`src/rtl/skip_addr_seq_pkg.sv`:
```
// Shared types and geometry helpers for the skip-BRAM address sequencers.
package skip_pkg;

  typedef enum logic [1:0] {
    IDLE = 2'd0,
    RUN  = 2'd1,
    DONE = 2'd2
  } state_e;

  // Tiles per row of the feature map.
  function automatic int unsigned tpr(input int unsigned map_dim, input int unsigned tile_dim);
    return map_dim / tile_dim;
  endfunction

  // Number of horizontally adjacent tile pairs in the map.
  function automatic int unsigned npair(input int unsigned map_dim, input int unsigned tile_dim);
    return (tpr(map_dim, tile_dim) * tpr(map_dim, tile_dim)) / 2;
  endfunction

  // Coordinate width for one map axis.
  function automatic int unsigned cw(input int unsigned map_dim);
    return int'($clog2(map_dim));
  endfunction

  // Counter width that never collapses to zero bits.
  function automatic int unsigned clog2_min1(input int unsigned v);
    return (v <= 2) ? 1 : int'($clog2(v));
  endfunction

endpackage

```
`src/rtl/skip_tile_cnt.sv`:
```
// Nested tile-pair / row / column counter: y innermost, then x, then t.
module skip_tile_cnt
  import skip_pkg::*;
#(
  parameter int unsigned TILE_DIM = 8,
  parameter int unsigned NPAIR    = 8,
  parameter int unsigned XW       = clog2_min1(TILE_DIM),
  parameter int unsigned TW       = clog2_min1(NPAIR)
) (
  input  logic          clk,
  input  logic          rst,
  input  logic          clr,
  input  logic          en,
  output logic [TW-1:0] t_q,
  output logic [XW-1:0] x_q,
  output logic [XW-1:0] y_q,
  output logic          y_tc,
  output logic          x_tc,
  output logic          t_tc
);

  logic [TW-1:0] t_d;
  logic [XW-1:0] x_d;
  logic [XW-1:0] y_d;

  assign y_tc = (y_q == XW'(TILE_DIM - 1));
  assign x_tc = (x_q == XW'(TILE_DIM - 1));
  assign t_tc = (t_q == TW'(NPAIR - 1));

  // Next-count: column wrap steps the row, row wrap steps the tile pair.
  always_comb begin
    t_d = t_q;
    x_d = x_q;
    y_d = y_q;
    if (clr) begin
      t_d = '0;
      x_d = '0;
      y_d = '0;
    end else if (en) begin
      if (y_tc) begin
        y_d = '0;
        if (x_tc) begin
          x_d = '0;
          t_d = t_tc ? '0 : t_q + 1'b1;
        end else begin
          x_d = x_q + 1'b1;
        end
      end else begin
        y_d = y_q + 1'b1;
      end
    end
  end

  // Counter registers with synchronous reset.
  always_ff @(posedge clk) begin
    if (rst) begin
      t_q <= '0;
      x_q <= '0;
      y_q <= '0;
    end else begin
      t_q <= t_d;
      x_q <= x_d;
      y_q <= y_d;
    end
  end

endmodule

```
`src/rtl/skip_addr_seq.sv`:
```
// Sequential skip-BRAM address generator with BRAM2 bypass outside a pass.
module skip_addr_seq
  import skip_pkg::*;
#(
  parameter int unsigned MAP_DIM  = 32,
  parameter int unsigned TILE_DIM = 8,
  parameter int unsigned CW       = cw(MAP_DIM),
  parameter int unsigned ADDR_W   = 2 * CW
) (
  input  logic              clk,
  input  logic              rst,
  input  logic              start,
  input  logic              out_ready,
  input  logic [ADDR_W-1:0] byp_addr1,
  input  logic [ADDR_W-1:0] byp_addr2,
  output logic [ADDR_W-1:0] skip_addr1,
  output logic [ADDR_W-1:0] skip_addr2,
  output logic              out_valid,
  output logic              out_last,
  output logic              busy,
  output logic              done
);

  localparam int unsigned TPR      = tpr(MAP_DIM, TILE_DIM);
  localparam int unsigned NPAIR    = npair(MAP_DIM, TILE_DIM);
  localparam int unsigned HALF     = TPR / 2;
  localparam int unsigned HALF_LOG = int'($clog2(HALF));
  localparam int unsigned TW       = clog2_min1(NPAIR);
  localparam int unsigned XW       = clog2_min1(TILE_DIM);

  state_e        state_q, state_d;
  logic          valid_q, valid_d;
  logic          busy_q, busy_d;
  logic          done_q, done_d;

  logic          cnt_clr, cnt_en, cnt_last;
  logic          y_tc, x_tc, t_tc;
  logic [TW-1:0] t_q;
  logic [XW-1:0] x_q, y_q;

  logic [CW-1:0] xt, yp, row, col1, col2;

  skip_tile_cnt #(
    .TILE_DIM (TILE_DIM),
    .NPAIR    (NPAIR),
    .XW       (XW),
    .TW       (TW)
  ) u_cnt (
    .clk  (clk),
    .rst  (rst),
    .clr  (cnt_clr),
    .en   (cnt_en),
    .t_q  (t_q),
    .x_q  (x_q),
    .y_q  (y_q),
    .y_tc (y_tc),
    .x_tc (x_tc),
    .t_tc (t_tc)
  );

  assign cnt_last = t_tc & x_tc & y_tc;

  // Address arithmetic from the registered counters; HALF is a power of 2,
  // so the divide/modulo by TPR/2 reduce to a shift and a mask.
  always_comb begin
    xt   = CW'(t_q >> HALF_LOG);
    yp   = CW'(t_q & TW'(HALF - 1));
    row  = xt * CW'(TILE_DIM) + CW'(x_q);
    col1 = (yp << 1) * CW'(TILE_DIM) + CW'(y_q);
    col2 = col1 + CW'(TILE_DIM);
  end

  // FSM next-state and registered status outputs.
  always_comb begin
    state_d = state_q;
    valid_d = valid_q;
    busy_d  = busy_q;
    done_d  = 1'b0;
    cnt_clr = 1'b0;
    cnt_en  = 1'b0;
    case (state_q)
      IDLE: begin
        if (start) begin
          state_d = RUN;
          valid_d = 1'b1;
          busy_d  = 1'b1;
          cnt_clr = 1'b1;
        end
      end
      RUN: begin
        if (out_ready) begin
          cnt_en = 1'b1;
          if (cnt_last) begin
            state_d = DONE;
            valid_d = 1'b0;
            busy_d  = 1'b0;
            done_d  = 1'b1;
          end
        end
      end
      DONE: begin
        state_d = IDLE;
      end
      default: begin
        state_d = IDLE;
        valid_d = 1'b0;
        busy_d  = 1'b0;
      end
    endcase
  end

  // FSM state and status registers.
  always_ff @(posedge clk) begin
    if (rst) begin
      state_q <= IDLE;
      valid_q <= 1'b0;
      busy_q  <= 1'b0;
      done_q  <= 1'b0;
    end else begin
      state_q <= state_d;
      valid_q <= valid_d;
      busy_q  <= busy_d;
      done_q  <= done_d;
    end
  end

  // Output mux: sequenced pair during a pass, BRAM2 bypass otherwise.
  always_comb begin
    if (valid_q) begin
      skip_addr1 = {row, col1};
      skip_addr2 = {row, col2};
    end else begin
      skip_addr1 = byp_addr1;
      skip_addr2 = byp_addr2;
    end
  end

  assign out_valid = valid_q;
  assign out_last  = valid_q & cnt_last;
  assign busy      = busy_q;
  assign done      = done_q;

endmodule

```
`config.mk`:
```
export PLATFORM = sky130hd
export DESIGN_NAME = skip_addr_seq
export DESIGN_NICKNAME = d
export VERILOG_FILES = /design/src/rtl/skip_addr_seq_pkg.sv /design/src/rtl/skip_tile_cnt.sv /design/src/rtl/skip_addr_seq.sv
export SDC_FILE = /design/constraint.sdc
export NUM_CORES = 1
export LEC_CHECK = 0
export ABC_CLOCK_PERIOD_IN_PS = 4600
export CORE_MARGIN = 10
export CORE_UTILIZATION = 40
export CTS_BUF_LIST = sky130_fd_sc_hd__clkbuf_4 sky130_fd_sc_hd__clkbuf_8 sky130_fd_sc_hd__clkbuf_16
export DETAILED_ROUTE_END_ITERATION = 8
export GPL_TIMING_DRIVEN = 0
export HOLD_SLACK_MARGIN = 0.12
export PLACE_DENSITY = 0.83
export SLEW_MARGIN = 20
export SYNTH_ARGS = -nofsm -noshare
export SYNTH_HDL_FRONTEND = slang
export SYNTH_SLANG_ARGS = --single-unit
```
`constraint.sdc`:
```
create_clock -name clk -period 4.6 [get_ports clk]
set_input_delay 0.46 -clock clk [delete_from_list [all_inputs] [get_ports clk]]
set_output_delay 0.46 -clock clk [all_outputs]
set_load 0.05 [all_outputs]
```
==> summary.md, run 1 <==
| Metric | Value |
|---|---|
| Status | finished clean |
| Met1 Usage GRT | 15.7% |
| WL final | 2910 um |
| Overflow after GRT | 0 |
| Die ar. | 4290 um2 |
| Top post-synthesis cells by area | dfxtp_1, o21ai_0, inv_1, ha_1, nand2_1 |
| Top_reg_cell synth | dfxtp_1 |
| Max VDD drop | 0.000212 V |
| Placed wire-length estimate | 2420 um |
| Cts hold-fix bufs | 0 |
| Initial core utilization | 42.2% |
| Pre-CTS setup slack | 2.16 ns |
| Max-Cap Viols | 0 |
| R2r setup slk | 2.95 ns |
| # port buffers | 47 |
| PwrDens | 247 nW/um2 |
| Setup ws final | 1.91 ns |
| Rows | 16 |
| Type of the worst setup path | flop to output port |
| DRT iter0 DRCs | 28 |
| Routability congestion estimate from global placement | 0.811 |
| Setup TNS | 0 ns |
| Clock skew | 0.00180 ns |
| Final setup viols | 0 |
| Root Driver | clkbuf_4 |
| Post-route antenna net violation count | 0 |
| Largest net degree at the start of global routing | 11 |
| Diodes inserted | 0 |
| H-tree levels | 1 |
| Cell taking the most area after synthesis | dfxtp_1 |
| EDFF count, synth | 0 |
| Gr usage total | 13.6% |
| Synth top cells by count | inv_1, o21ai_0, nand2_1, dfxtp_1, a21oi_1 |
| Relative slew slack | 65.0% |
| Cts repair resizes | 0 |
| Leakage | 0.600 nW |
| Sequential-to-total area share from yosys stat | 31.4% |
| Synthesis-stage register bit count | 13 |
| Layout Nets | 198 |
| CTS sink count | 13 |
| Final cycle utilization of the critical path | 58.5% |
| Die height | 65.5 um |
| Ports | 48 |
| First-pass GRT wire length | 4700 um |
| P&R area growth vs syn | 64.5% |
| Fin. Hold Viols | 0 |
| Area of the core | 1960 um2 |
| Total number of vias | 995 |
| Worst Hold Class | flop to flop |
| Total CTS buffers | 3 |
| Setup crit end kind | output port |
| Total power | 0.337 mW |
| CP startpoint kind | flop |
| Gr busiest metal | met2 |
| Initial antenna violation count | 0 |
| Async SR Flop Fraction | 0% |
| Average wire per standard cell | 15.0 um |
| Max Transition Viols Final | 0 |
| Final min period | 2.69 ns |
| Critical Path AT | 2.23 ns |
| Worst Path Max Fanout | 10 |
| Met3 usage | 3.05% |
| Via density per instance | 5.13 |
| Vias in the first global route | 1033 |
| Met2 Use GR | 23.2% |
| Req. time, crit path | 4.14 ns |
| Clk_lat worst skew | 0.28 ns |
| Count of cell types in the netlist | 26 |
| Clock slew at reported path FFs | 0.08 ns |
| TritonCTS clock tree | yes |
| Mean Syn Cell Area | 7.14 um2 |
| Share of layout cells above drive strength 1 | 7.19% |
| Yosys warns | 0 |
| Worst-Margin Slew | 0.524 ns |
| Post-synth top area share | 31.4% |
| Fmax | 372 MHz |
| CTS Buffer Depth | 2 |
| Unrepaired setup endpoints after global routing | no |
| Cell area after synthesis | 828 um2 |
| # DRC | 0 |
| Die Wd | 65.5 um |
| Setup bufs post-CTS | 0 |
| Syn Nets | 146 |
| Initial DRT Pass Iterations | 4 |
| Synthesized netlist cell count | 116 |
where the power goes:
group	internal, mW	switching (mW)
Clock	0.0396	0.0387
Combinational	0.0532	0.0878
Sequential	0.114	0.00317
Total	0.207	0.130
cell families (layout without fill, tap and decap cells):
family | count (synthesis) | in the layout | synth area share (%)
AOI/OAI and AO/OA | 31 | 31 | 19.2
DFF | 13 | 13 | 31.4
muxes | 1 | 1 | 1.21
buffers and inverters | 26 | 77 | 12.4
and+or+nand+nor | 39 | 39 | 26.7
adders and majority gates | 6 | 6 | 9.06
worst max-delay path: stages, from the launching register on:
cell,delay (ns)
dfxtp_1,0.44
clkbuf_1,0.39
nand2_1,0.13
o21ai_0,0.13
clkdlybuf4s50_1,0.86
cell usage in the layout, fill, tap and decap left out, drive strengths merged, types with 3 or more instances in the layout:
| cell type | n |
|---|---|
| inv | 21 |
| nand3 | 3 |
| ha | 6 |
| clkdlybuf4s50 | 47 |
| nor2 | 4 |
| o21ai | 21 |
| clkbuf | 7 |
| nand2 | 16 |
| a21oi | 10 |
| dfxtp | 13 |
state kept, by name, summed over array words and instances (netlist names):
register	count
u_cnt.t_q	3
state_q	2
busy	1
u_cnt.x_q	3
done	1
u_cnt.y_q	3
final cells by class:
class	count	area (um2)
sequential	13	260
buffer	5	23.8
multi-input combinational	77	465
tap	27	33.8
fill	158	599
inverter	21	78.8
clock buffer	4	30.0
timing repair buffer	47	470
metrics by stage:
step / util (%) / hold WS, ns / cell area, um2 / std cells
CTS: 69.5 / 0.497 / 1360 / 194
global route: 69.5 / 0.516 / 1360 / 194
detailed placement: 67.9 / 0.485 / 1330 / 190
floorplan: - / 0.453 / 828 / 116
finish: 69.5 / 0.494 / 1360 / 194
global placement: 67.9 / 0.464 / 1330 / 190
final timing paths:
path / from / endpoint / cells past startpoint
setup / recovery: busy / skip_addr1[8] / 4
hold / removal: u_cnt.y_q[1] / u_cnt.y_q[1] / 2
setup reg to reg: u_cnt.y_q[0] / u_cnt.t_q[0] / 5
hold reg to reg: u_cnt.y_q[1] / u_cnt.y_q[1] / 2
per-layer routing:
| layer | share of wire [%] | vias up |
|---|---|---|
| li1 | - | 487 |
| met1 | 47 | 465 |
| met2 | 45 | 38 |
| met3 | 5.7 | 5 |
| met4 | 1.9 | 0 |
| met5 | 0 | - |
(Power assumes the default switching activity.)
==> inputs of run 2 (changes only) <==
ABC_CLOCK_PERIOD_IN_PS = 2600   (was 4600)
CORE_UTILIZATION = 37   (was 40)
PLACE_DENSITY = 0.78   (was 0.83)
clock period = 2.6 ns   (was 4.6 ns; I/O delays follow)
==> run 2 against run 1 <==
Compared with the run above: first-iteration DRC count grew 39%; non-clock buffer count is the same; power grew 75%; register-to-register slack lost 2.0 ns; die area grew 5.6%; clock power grew 74%; sequential share of layout area shrank 0.16 points; largest cell class unchanged; clock skew shrank 0.00085 ns; worst hold slack lost 0.0075 ns; utilization shrank 6.1 points; sequential cell count is the same; critical path type unchanged.
==> summary.md, run 2 (synthesis gave the netlist of run 1 again) <==
| Metric | Value |
|---|---|
| Worst Hold Class | flop to flop (unchanged) |
| Fin. Hold Viols | 0 (unchanged) |
| Average wire per standard cell | 13.3 um (was 15.0 um) |
| Met3 usage | 4.13% (was 3.05%) |
| Critical Path Source | u_cnt.y_q[0] (was busy) |
| Total power | 0.590 mW (was 0.337 mW) |
| Final core utilization | 63.3% (was 69.5%) |
| Commonest non-fill, non-tap cell in the layout | clkdlybuf4s50_1 (unchanged) |
| Max VDD drop | 0.000327 V (was 0.000212 V) |
| Met2 Use GR | 19.9% (was 23.2%) |
| Reg2Reg Launch Point | u_cnt.y_q[0] (unchanged) |
| Unrepaired setup endpoints after global routing | no (unchanged) |
| Status | finished clean (unchanged) |
| CP Buf/Inv Count | 1 (was 2) |
| CP Cell Sequence | ha_1, ha_1, nand3_1, nor2_1, clkdlybuf4s50_1 (was clkbuf_1, nand2_1, o21ai_0, clkdlybuf4s50_1) |
| CP startpoint kind | flop (unchanged) |
| Gr usage total | 11.4% (was 13.6%) |
| Cts hold-fix bufs | 0 (unchanged) |
| Critical Path AT | 2.22 ns (was 2.23 ns) |
| Placed wire-length estimate | 2140 um (was 2420 um) |
| Worst-case reg-to-reg path depth | 5 (unchanged) |
| Die ar. | 4530 um2 (was 4290 um2) |
| Diodes inserted | 0 (unchanged) |
| Leakage | 0.649 nW (was 0.600 nW) |
| R2r setup slk | 0.95 ns (was 2.95 ns) |
| Rows | 17 (was 16) |
| Setup TNS | 0 ns (unchanged) |
| Type of the worst setup path | flop to output port (unchanged) |
| DRT iter0 DRCs | 39 (was 28) |
| Total number of vias | 929 (was 995) |
| Number of fill cells | 196 (was 158) |
| Largest registers | u_cnt.t_q: 3 flops, u_cnt.x_q: 3 flops, u_cnt.y_q: 3 flops (unchanged) |
| Clock slew at reported path FFs | 0.08 ns (about the same) |
| Levels on crit path | 5 (was 4) |
| Initial DRT Pass Iterations | 4 (unchanged) |
| Die height | 67.3 um (was 65.5 um) |
| Vias in the first global route | 925 (was 1033) |
| Crit Reg-Reg Endpoint | u_cnt.t_q[0] (unchanged) |
| Relative slew slack | 64.5% (was 65.0%) |
| Via density per instance | 4.76 (was 5.13) |
| # port buffers | 47 (unchanged) |
| Final setup viols | 0 (unchanged) |
| Clock skew | 0.000951 ns (was 0.00180 ns) |
| Final cycle utilization of the critical path | 95.5% |
| Most common cell on crit path | ha_1 |
| Commonest non-fill, non-tap cells in the layout | clkdlybuf4s50_1, inv_1, o21ai_0 (unchanged) |
| Max Transition Viols Final | 0 (unchanged) |
| Req. time, crit path | 2.34 ns (was 4.14 ns) |
| Gr busiest metal | met2 (unchanged) |
| Met1 Usage GRT | 12.6% (was 15.7%) |
| Max-Cap Viols | 0 (unchanged) |
| Worst-Margin Slew | 0.531 ns (was 0.524 ns) |
| Clk_lat worst skew | 0.28 ns (about the same) |
| Post-route antenna net violation count | 0 (unchanged) |
| Worst Path Max Fanout | 6 (was 10) |
| First-pass GRT wire length | 4140 um (was 4700 um) |
| Total CTS buffers | 3 (unchanged) |
| TritonCTS clock tree | yes (unchanged) |
| Largest delay share family, worst path | buffers and inverters (unchanged) |
| Layout Nets | 198 (unchanged) |
| Overflow after GRT | 0 (unchanged) |
| Critical path endpoint | out_last (was skip_addr1[8]) |
| Setup crit end kind | output port (unchanged) |
| CTS Buffer Depth | 2 (unchanged) |
| Initial antenna violation count | 0 (unchanged) |
| Final min period | 2.48 ns |
| Initial core utilization | 38.2% (was 42.2%) |
| Die Wd | 67.3 um (was 65.5 um) |
| Largest net degree at the start of global routing | 11 (unchanged) |
| # DRC | 0 (unchanged) |
| P&R area growth vs syn | 65.9% (was 64.5%) |
| Ports | 48 (unchanged) |
| WL final | 2600 um (was 2910 um) |
| PwrDens | 430 nW/um2 (was 247 nW/um2) |
| Share of layout cells above drive strength 1 | 7.19% (unchanged) |
| Fmax | 403 MHz |
| Slowest cell on the critical path | clkdlybuf4s50_1 (unchanged) |
| Area of the core | 2170 um2 (was 1960 um2) |
| H-tree levels | 1 (unchanged) |
| Delay of the slowest critical-path stage | 0.81 ns (was 0.86 ns) |
| CTS sink count | 13 (unchanged) |
| Routability congestion estimate from global placement | 0.713 (was 0.811) |
| Root Driver | clkbuf_4 (unchanged) |
[run 2: cell count changes in the layout (fill, tap and decap cells not counted), sizes merged]
cell / previous run / this run
clkdlybuf4s50: 47 / 43
dlymetal6s2s: 0 / 4
[run 2: per-stage QoR]
| stage | instances | area (um2) | setup WS (ns) | hold slack [ns] |
|---|---|---|---|---|
| 6_report | 195 | 1370 | 0.116 | 0.487 |
| 5_1_grt | 195 | 1370 | 0.00483 | 0.514 |
| 2_1_floorplan | 116 | 828 | 0.452 | 0.329 |
| 3_5_place_dp | 191 | 1330 | 0.419 | 0.477 |
| 3_3_place_gp | 191 | 1330 | 0.438 | 0.471 |
| 4_1_cts | 195 | 1360 | 0.105 | 0.489 |
[run 2: how the worst min path moves through the flow]
stage	from	to	slack (ns)	cells after the start
after floorplan	rst	busy	0.33	1
after global placement	u_cnt.x_q[2]	u_cnt.x_q[2]	0.47	2
after detailed placement	u_cnt.x_q[1]	u_cnt.x_q[1]	0.48	2
after CTS	u_cnt.x_q[1]	u_cnt.x_q[1]	0.49	2
after global routing	u_cnt.x_q[1]	u_cnt.x_q[1]	0.51	2
final	u_cnt.y_q[1]	u_cnt.y_q[1]	0.49	2
[run 2: where the power goes]
part           internal, mW  switching [mW]  total (mW)  leakage (nW)
Combinational        0.0937           0.152       0.245         0.525
Clock                0.0700          0.0663       0.136        0.0184
Sequential            0.202         0.00616       0.208         0.105
[run 2: repair_timing]
action / CTS / global route
resized for setup: 0 / 4
setup buffers: 0 / 0
endpoints found under the setup margin: 0 / 4
[run 2: layout make-up]
class,count,area [um2],share of cell area (%)
well taps,28,35.0,2.55
clock buffers,4,30.0,2.19
inverters,21,78.8,5.74
plain buffers,5,23.8,1.73
repair buffers,47,480,35.0
multi-input cells,77,465,33.9
flip-flops and latches,13,260,18.9
[run 2: layer usage]
| metal | wire (um) | vias up |
|---|---|---|
| li1 | - | 487 |
| met1 | 1060 | 405 |
| met2 | 1210 | 33 |
| met3 | 292 | 4 |
| met4 | 31 | 0 |
| met5 | 0 | - |
[run 2: worst min-delay path, delay by kind of cell (launching register included)]
family           cells  cell delay [ns]
flip-flops           1             0.33
AO/OA/AOI/OAI        1             0.04
AND/OR/NAND/NOR      1             0.07
==> edit, RTL diff (flow settings as in run 2) <==
`TILE_DIM` is set to 8 in 2 places; all go to 32.
--- a/src/rtl/skip_tile_cnt.sv
+++ b/src/rtl/skip_tile_cnt.sv
@@ -2,7 +2,7 @@
 module skip_tile_cnt
   import skip_pkg::*;
 #(
-  parameter int unsigned TILE_DIM = 8,
+  parameter int unsigned TILE_DIM = 32,
   parameter int unsigned NPAIR    = 8,
   parameter int unsigned XW       = clog2_min1(TILE_DIM),
   parameter int unsigned TW       = clog2_min1(NPAIR)
--- a/src/rtl/skip_addr_seq.sv
+++ b/src/rtl/skip_addr_seq.sv
@@ -3,7 +3,7 @@
   import skip_pkg::*;
 #(
   parameter int unsigned MAP_DIM  = 32,
-  parameter int unsigned TILE_DIM = 8,
+  parameter int unsigned TILE_DIM = 32,
   parameter int unsigned CW       = cw(MAP_DIM),
   parameter int unsigned ADDR_W   = 2 * CW
 ) (
Check against the original RTL: not equivalent (a bounded check fails within 4 cycles, from zero or initial values and one cycle with rst high).
==> edit against run 2 <==
- design area up 9.1%
- die area up 9.7%
- hold slack better by 18 ps
- sequential cell count up 2
- synthesized area up 14%
- power up 7.1%
- sequential share of layout area up 1.1 points
- setup slack better by 54 ps
- clock power up 7%
- critical path depth down 1
- wire length up 11%
- critical endpoint is now skip_addr2[2]
- final cell count up 8.7%
- core utilization down 2.3 points
==> edit: results <==
export IMPL_arrival_ps=2170
export IMPL_status="finished, final reports clean"
export IMPL_skew_ps=2.304
export IMPL_async_flop_share_pct=0
export IMPL_synthesis_nets=159
export IMPL_grt_pass1_vias=983
export IMPL_power_switching_mw=0.2358
export IMPL_cp_max_fo=10
export IMPL_ir_drop_v=0.0002876
export IMPL_met3_length_um=242
export IMPL_wl_met2_um=1370
export IMPL_critPathLaunch="busy$_SDFFE_PP0P_"
export IMPL_leakage_nw=0.6934
export IMPL_dp_hpwl_um=2363
export IMPL_r2r_start="u_cnt.y_q[0]$_SDFFE_PP0N_"
export IMPL_dr_pass1_iters=4
export IMPL_m1WireLength_um=1221
export IMPL_top_layer_used="met4"
export IMPL_grt_max_degree=11
export IMPL_antenna_found_initial=0
export IMPL_reg_top3="u_cnt.x_q (5), u_cnt.y_q (5), state_q (2)"
export IMPL_cts_buffers=3
export IMPL_synth_cell_types=29
export IMPL_drive_gt1_share_pct=7.143
export IMPL_grt_total_usage_pct=11.38
export IMPL_ys_seq_area_share_pct=31.83
export IMPL_synth_area_leaders="dfxtp_1 (32%), o21ai_0 (13%), inv_1 (8.0%)"
export IMPL_power_density_nw_per_um2=421.8
export IMPL_grt_first_pass_wirelength_um=4733
export IMPL_wl_per_cell_um=13.62
export IMPL_vias_per_cell=5.014
export IMPL_fin_nets=211
export IMPL_fill_cells=214
export IMPL_synth_common_cells="o21ai_0 (25), inv_1 (20), nand2_1 (16)"
export IMPL_drtIter0Drc=40
export IMPL_gp_congestion=0.7903
export IMPL_maxSlewHeadroom_pct=64.63
export IMPL_p_seq_mw=0.239
export IMPL_comb_power_share_pct=39.0
export IMPL_max_stage_delay_ps=850
export IMPL_hp_start="u_cnt.t_q$_SDFFE_PP0P_"
-- edit: metrics by stage --
step	utilization (%)	hold WS, ps	cells	setup WS [ps]	cell area [um^2]
after floorplan	-	329.1	131	447.9	943.4
after global routing	61.06	527.0	212	1.189	1499
final	61.06	504.5	212	169.7	1499
after detailed placement	59.12	488.6	208	195.5	1451
after global placement	59.12	468.8	208	234.8	1451
after CTS	60.30	500.3	212	126.9	1480
-- edit: kinds of logic (layout without fill, tap and decap cells) --
kind of cell / after synthesis / in the layout / synth area share (%)
buffers and inverters: 26 / 77 / 10.87
DFF: 15 / 15 / 31.83
muxes: 1 / 1 / 1.061
AOI/OAI and AO/OA: 40 / 40 / 22.15
and+or+nand+nor: 45 / 45 / 28.78
adders and majority gates: 4 / 4 / 5.305
-- edit: layout make-up --
cell class	count	area, um^2	area share, %
Buffer	6	27.53	1.836
Sequential cell	15	300.3	20.03
Timing Repair Buffer	47	488.0	32.55
Tap cell	30	37.54	2.504
Clock buffer	4	30.03	2.003
Inverter	20	75.07	5.008
Multi-Input combinational cell	90	540.5	36.06
-- edit: worst paths after layout --
| path | slack, ps | cells past startpoint | end |
|---|---|---|---|
| worst min register to register | 500 | 2 | u_cnt.t_q$_SDFFE_PP0P_ |
| worst min-delay path | 500 | 2 | u_cnt.t_q$_SDFFE_PP0P_ |
| worst max-delay path | 170 | 4 | skip_addr2[2] |
| worst max register to register | 550 | 7 | u_cnt.x_q[2]$_SDFFE_PP0P_ |
-- edit: repair_timing --
item | in CTS | in global routing
gates resized for setup | 1 | 8
gates cloned | 0 | 0
endpoints found under the setup margin | 1 | 8
-- edit: layer usage --
metal | global-route usage (%) | vias to the layer above
li1 | - | 554
met1 | 13.12 | 465
met2 | 18.36 | 39
met3 | 3.814 | 5
met4 | 5.263 | 0
met5 | 0 | -
